## src/rtl/pool_sched.sv

```systemverilog
// Purpose : job scheduler for a 2x2 max-pool unit. It streams cols*rows*chans pixels
//           from feature memory into the pool unit and writes the pooled results to
//           result memory.
// Latency : a job goes IDLE -> CHECK -> STREAM (one read per cycle) -> DRAIN -> FIN.
//           pool_valid lags mem_rd_en by one cycle. Result writes are combinational,
//           in the same cycle as pool_valid_out.
// Backpr. : there is none. Reads issue every STREAM cycle without gaps, and the pool
//           unit must take one pixel per cycle. A DRAIN watchdog ends a stalled job.
//
// Ports   : clk / Rst_n            clock, async active-low reset
//           start, cfg_*           job request and geometry, latched in IDLE
//           mem_rd_*               feature-memory read port (1-cycle read latency)
//           pool_din/pool_valid    pixel stream into the pool unit
//           pool_result/_valid_out pooled stream back from the unit
//           wr_*                   result-memory write port
//           busy, done, err        status; done is a one-cycle pulse qualified by err
module pool_sched #(
   parameter int M         = 16,
   parameter int AW        = 20,
   parameter int DRAIN_MAX = 4096
) (
   input  logic          clk,
   input  logic          Rst_n,
   input  logic          start,
   input  logic [10:0]   cfg_cols,
   input  logic [10:0]   cfg_rows,
   input  logic [7:0]    cfg_chans,
   input  logic [AW-1:0] cfg_ibase,
   input  logic [AW-1:0] cfg_obase,
   output logic          mem_rd_en,
   output logic [AW-1:0] mem_rd_addr,
   input  logic [M-1:0]  mem_rd_data,
   output logic [M-1:0]  pool_din,
   output logic          pool_valid,
   input  logic [M-1:0]  pool_result,
   input  logic          pool_valid_out,
   output logic          wr_en,
   output logic [AW-1:0] wr_addr,
   output logic [M-1:0]  wr_data,
   output logic          busy,
   output logic          done,
   output logic          err
);

   localparam int WDW = $clog2(DRAIN_MAX + 1);
   localparam logic [WDW-1:0] WD_LAST = WDW'(DRAIN_MAX - 1);

   typedef enum logic [2:0] {IDLE, CHECK, STREAM, DRAIN, FIN} state_t;

   state_t        state;

   // job configuration, frozen for the whole job once start is accepted
   logic [10:0]   cols_q;
   logic [10:0]   rows_q;
   logic [7:0]    chans_q;
   logic [AW-1:0] ibase_q;
   logic [AW-1:0] obase_q;

   logic [23:0]   total_q;     // pixels to read
   logic [23:0]   n_q;         // pixel read index
   logic [27:0]   exp_q;       // expected pooled results
   logic [27:0]   k_q;         // results written so far
   logic [WDW-1:0] wd_q;       // consecutive idle DRAIN cycles
   logic          err_sticky;
   logic          done_r;
   logic          err_r;

   logic          in_xfer;
   logic          k_full;
   logic          accept;
   logic          stray;
   logic          cfg_bad;

   assign in_xfer = (state == STREAM) || (state == DRAIN);
   assign k_full  = (k_q == exp_q);
   assign accept  = pool_valid_out && in_xfer && !k_full;
   // A result the job cannot take. This covers surplus results, and results in
   // CHECK or FIN. In IDLE there is no job to blame, so the result is ignored.
   assign stray   = pool_valid_out &&
                    ((state == CHECK) || (state == FIN) || (in_xfer && k_full));
   assign cfg_bad = (cols_q == 11'd0) || (rows_q == 11'd0) || (chans_q == 8'd0) ||
                    cols_q[0] || rows_q[0];

   // Writes are combinational so each pooled result lands in the cycle it appears.
   assign wr_en    = accept;
   assign wr_addr  = accept ? (obase_q + AW'(k_q)) : '0;
   assign wr_data  = accept ? pool_result : '0;

   // Read data arrives one cycle after the request, which is when pool_valid is high.
   assign pool_din = pool_valid ? mem_rd_data : '0;

   assign busy = (state != IDLE);
   assign done = done_r;
   // A stray result in the FIN cycle still belongs to this job's status.
   assign err  = done_r & (err_r | pool_valid_out);

   always_ff @(posedge clk or negedge Rst_n) begin
      if (!Rst_n) begin
         state       <= IDLE;
         cols_q      <= '0;
         rows_q      <= '0;
         chans_q     <= '0;
         ibase_q     <= '0;
         obase_q     <= '0;
         total_q     <= '0;
         n_q         <= '0;
         exp_q       <= '0;
         k_q         <= '0;
         wd_q        <= '0;
         err_sticky  <= 1'b0;
         done_r      <= 1'b0;
         err_r       <= 1'b0;
         mem_rd_en   <= 1'b0;
         mem_rd_addr <= '0;
         pool_valid  <= 1'b0;
      end else begin
         pool_valid <= mem_rd_en;

         case (state)
            IDLE: begin
               if (start) begin
                  cols_q     <= cfg_cols;
                  rows_q     <= cfg_rows;
                  chans_q    <= cfg_chans;
                  ibase_q    <= cfg_ibase;
                  obase_q    <= cfg_obase;
                  err_sticky <= 1'b0;
                  state      <= CHECK;
               end
            end

            CHECK: begin
               n_q     <= '0;
               k_q     <= '0;
               wd_q    <= '0;
               // The pixel count wraps at 24 bits. Odd sizes are rejected below,
               // so halving with a bit drop is exact for the result count.
               total_q <= 24'(cols_q) * 24'(rows_q) * 24'(chans_q);
               exp_q   <= 28'(cols_q[10:1]) * 28'(rows_q[10:1]) * 28'(chans_q);
               if (stray)
                  err_sticky <= 1'b1;
               if (cfg_bad) begin
                  state  <= FIN;
                  done_r <= 1'b1;
                  err_r  <= 1'b1;
               end else begin
                  state       <= STREAM;
                  mem_rd_en   <= 1'b1;
                  mem_rd_addr <= ibase_q;
               end
            end

            STREAM: begin
               if (accept)
                  k_q <= k_q + 28'd1;
               if (stray)
                  err_sticky <= 1'b1;
               if (n_q == total_q - 24'd1) begin
                  mem_rd_en   <= 1'b0;
                  mem_rd_addr <= '0;
                  wd_q        <= '0;
                  state       <= DRAIN;
               end else begin
                  n_q         <= n_q + 24'd1;
                  mem_rd_addr <= mem_rd_addr + AW'(1);
               end
            end

            DRAIN: begin
               if (accept)
                  k_q <= k_q + 28'd1;
               if (k_full) begin
                  state  <= FIN;
                  done_r <= 1'b1;
                  err_r  <= err_sticky | stray;
               end else if (!pool_valid_out && (wd_q == WD_LAST)) begin
                  // DRAIN_MAX consecutive cycles without a result: give up.
                  state  <= FIN;
                  done_r <= 1'b1;
                  err_r  <= 1'b1;
               end else begin
                  wd_q <= pool_valid_out ? '0 : wd_q + WDW'(1);
               end
            end

            FIN: begin
               done_r <= 1'b0;
               err_r  <= 1'b0;
               state  <= IDLE;
            end

            default: state <= IDLE;
         endcase
      end
   end

endmodule

```

## config.mk

```make
export PLATFORM = sky130hd
export DESIGN_NAME = pool_sched
export DESIGN_NICKNAME = d
export VERILOG_FILES = /design/src/rtl/pool_sched.sv
export SDC_FILE = /design/constraint.sdc
export NUM_CORES = 2
export LEC_CHECK = 0
export CAP_MARGIN = 10
export CORE_MARGIN = 2
export CORE_UTILIZATION = 46
export DETAILED_ROUTE_END_ITERATION = 16
export GPL_ROUTABILITY_DRIVEN = 0
export PLACE_DENSITY = 0.75
export REMOVE_ABC_BUFFERS = 1
export SLEW_MARGIN = 15
export SYNTH_ARGS = -nofsm -noshare
export SYNTH_HDL_FRONTEND = slang
export SYNTH_SLANG_ARGS = --single-unit
```

## constraint.sdc

```tcl
create_clock -name clk -period 9.9 [get_ports clk]
set_input_delay 1.98 -clock clk [delete_from_list [all_inputs] [get_ports clk]]
set_output_delay 1.98 -clock clk [all_outputs]
set_load 0.02 [all_outputs]
```

==> results.md <==
* Status: finished clean
* Worst Path Buf+Inv at 7
* Full die area at 61,200 um^2
* Clock buffer depth at 3
* Post-Place Cells at 3,929
* Routed wl met2 at around 30,000 um
* Commonest cells after routing, fill and taps aside: 467 x inv_1, 314 x fa_1, 307 x nand2_1
* First-pass GRT wire length at 107,000 um
* Final worst path period share at 0.949
* Drt via density at 5.37
* Core footprint at 58,800 um^2
* Fin Clk Skew at roughly 0.015 ns
* Max-slew violations at 0
* Pre-Repair DR Iteration Count at 5
* Netlist cell types at 87
* Worst path slowest cell: fa_1
* Die H at 247 um
* Type of the worst setup path: flip-flop to flip-flop
* Post-route ant nets at 0
* Finished Layout Cells at 3,978
* Final core occ at 0.524
* Post-Synthesis Cells at 3,064
* #FFs+latches synth at 215
* Commonest non-fill, non-tap cell in the layout: inv_1
* Worst rel slew slack at 0.388
* Crit path max-delay family: adder cells
* H-tree depth at 1
* Area grow syn2layout at 13.2%
* Max-cap violations at 0
* CTS root buf: clkbuf_16
* Worst endpoint data arrival time at 9.87 ns
* Clock slew at reported path FFs at 0.06 ns
* Initial antenna violation count at 1
* Slowest stage delay, CP at 0.50 ns
* Avg Synthesized Cell Area at 8.89 um^2
* Die Span X at roughly 250 um
* Initial DRC count at 1,340
* Highest Signal Layer: met4
* Post-synthesis cell area at 27,200 um^2
* Cell Rows at 89
* Post-synth EDFFs at 0
* Primary flip-flop cell chosen by synthesis mapping: dfrtp_1
* Global Route Usage Sum at 0.214
* Met3 WL at 3940 um
* CTS tree: yes
* Min Clock Period, post-route at around 9.4 ns
* DR vias at 21,400
* DRT Wirelength at 64,700 um
* DP Wirelength at 50,400 um
* I/O pins at about 180
* Data required time of the worst path at a little over 10 ns
* Synth async-reset ratio at 1.00
* Vias in the first global route at 21,200
* Most frequent CP cell: fa_1
* Worst-margin pin slew at 0.917 ns
* Cts bufs inserted at 25
* Crit. End Element: flip-flop
* Final Instance Area at 30,800 um^2
* Initial Utilization at 0.463
* Clock Sinks at 215
* Post-synthesis sequential area ratio at 0.198
* Achievable Freq at 106 MHz
* Clk Latency, worst-skew pair at 0.57 ns
* Endpoints failing hold at 0
* Synthesis Warnings at 0
* Largest net degree at the start of global routing at around 110
* DRC at 0
* Met1 WL at roughly 29,000 um
* Worst-path maximum fanout at 9
* Hold-fix buffers, CTS at 0
* Layout cell share with drive strength beyond 1 at 0.0730
* Routed length per instance at 16.3 um
* Worst Hold Class: flip-flop to flip-flop
* Final count of negative-setup-slack endpoints at 0
* Port buffer count at ~180
* NumNets Final at 3,802
* Area after DPL at 29,900 um^2
* Total gr overflow at 0
* Sum Neg Setup Slack at 0 ns
* Startpoint Class: flip-flop
## layer usage
layer / global-route usage / vias up
met5: 0 / -
met4: 0.0615 / 0
met3: 0.0320 / 99
met2: 0.353 / 557
met1: 0.294 / 10600
li1: - / 10100
## Yosys cell counts (33+ instances only)
cell | instances | area (um^2)
a21oi_1 | 76 | 380
a21o_1 | 39 | 293
nand3_1 | 73 | 365
dfrtp_1 | 215 | 5380
inv_1 | 467 | 1750
xor2_1 | 82 | 718
and2_1 | 277 | 1730
nor2_1 | 136 | 510
clkbuf_1 | 126 | 473
and3_1 | 45 | 282
ha_1 | 195 | 2440
nand2_1 | 307 | 1150
xnor2_1 | 110 | 963
mux2_2 | 72 | 811
a31oi_1 | 35 | 219
nand4_1 | 33 | 206
nor3_1 | 40 | 200
o21ai_0 | 119 | 596
fa_1 | 314 | 6290
## state kept, by name (all words and copies together) (netlist names), 3 cells and up
name         flops
mem_rd_addr     20
rows_q          11
total_q         24
k_q             28
obase_q         20
n_q             24
state            3
ibase_q         20
cols_q          11
exp_q           28
chans_q          8
wd_q            13
## through the flow
step                      hold WS [ns]  worst slack (ns)
after floorplan                  0.442             0.677
after global placement           0.394             0.432
after detailed placement         0.394             0.142
after CTS                        0.423            0.0926
after global routing             0.448           -0.0348
final                            0.410             0.508
## repair_timing
action                                  4_1_cts  5_1_grt
buffers inserted                              0        4
gates resized for setup                       0       22
endpoints found under the setup margin        0        9
## path summary, 6_finish.rpt
| check | from | to | slack (ns) | cells after the start |
|---|---|---|---|---|
| min in group asynchronous | Rst_n | obase_q[0]$_DFFE_PN0P_ | 1.47 | 1 |
| min | mem_rd_en$_DFFE_PN0P_ | pool_valid$_DFF_PN0_ | 0.41 | 0 |
| max in group asynchronous | Rst_n | rows_q[2]$_DFFE_PN0P_ | 6.34 | 3 |
| max | cols_q[1]$_DFFE_PN0P_ | total_q[23]$_DFFE_PN0P_ | 0.51 | 37 |
| max reg2reg | cols_q[1]$_DFFE_PN0P_ | total_q[23]$_DFFE_PN0P_ | 0.51 | 37 |
| min reg2reg | mem_rd_en$_DFFE_PN0P_ | pool_valid$_DFF_PN0_ | 0.41 | 0 |
## cell families after synthesis
kind of cell	Yosys count	synth area share
fa+ha+maj	509	0.320
mux	80	0.0329
compound gates	393	0.0922
simple gates	1066	0.209
buf+inv	608	0.0854
xor+xnor	193	0.0626
flops	215	0.198
## final cells by class
cell class | instances | area [um^2]
Fill cell | 5386 | 28000
Tap cell | 773 | 967
Sequential cell | 215 | 5390
Inverter | 468 | 1760
Clock inverter | 12 | 140
Timing Repair Buffer | 236 | 2230
Antenna cell | 1 | 2.50
Clock buffer | 32 | 712
Multi-Input combinational cell | 2241 | 19600
Power is not shown: default switching activity piles up to over one toggle a cycle in this logic, so the estimate is an artifact.
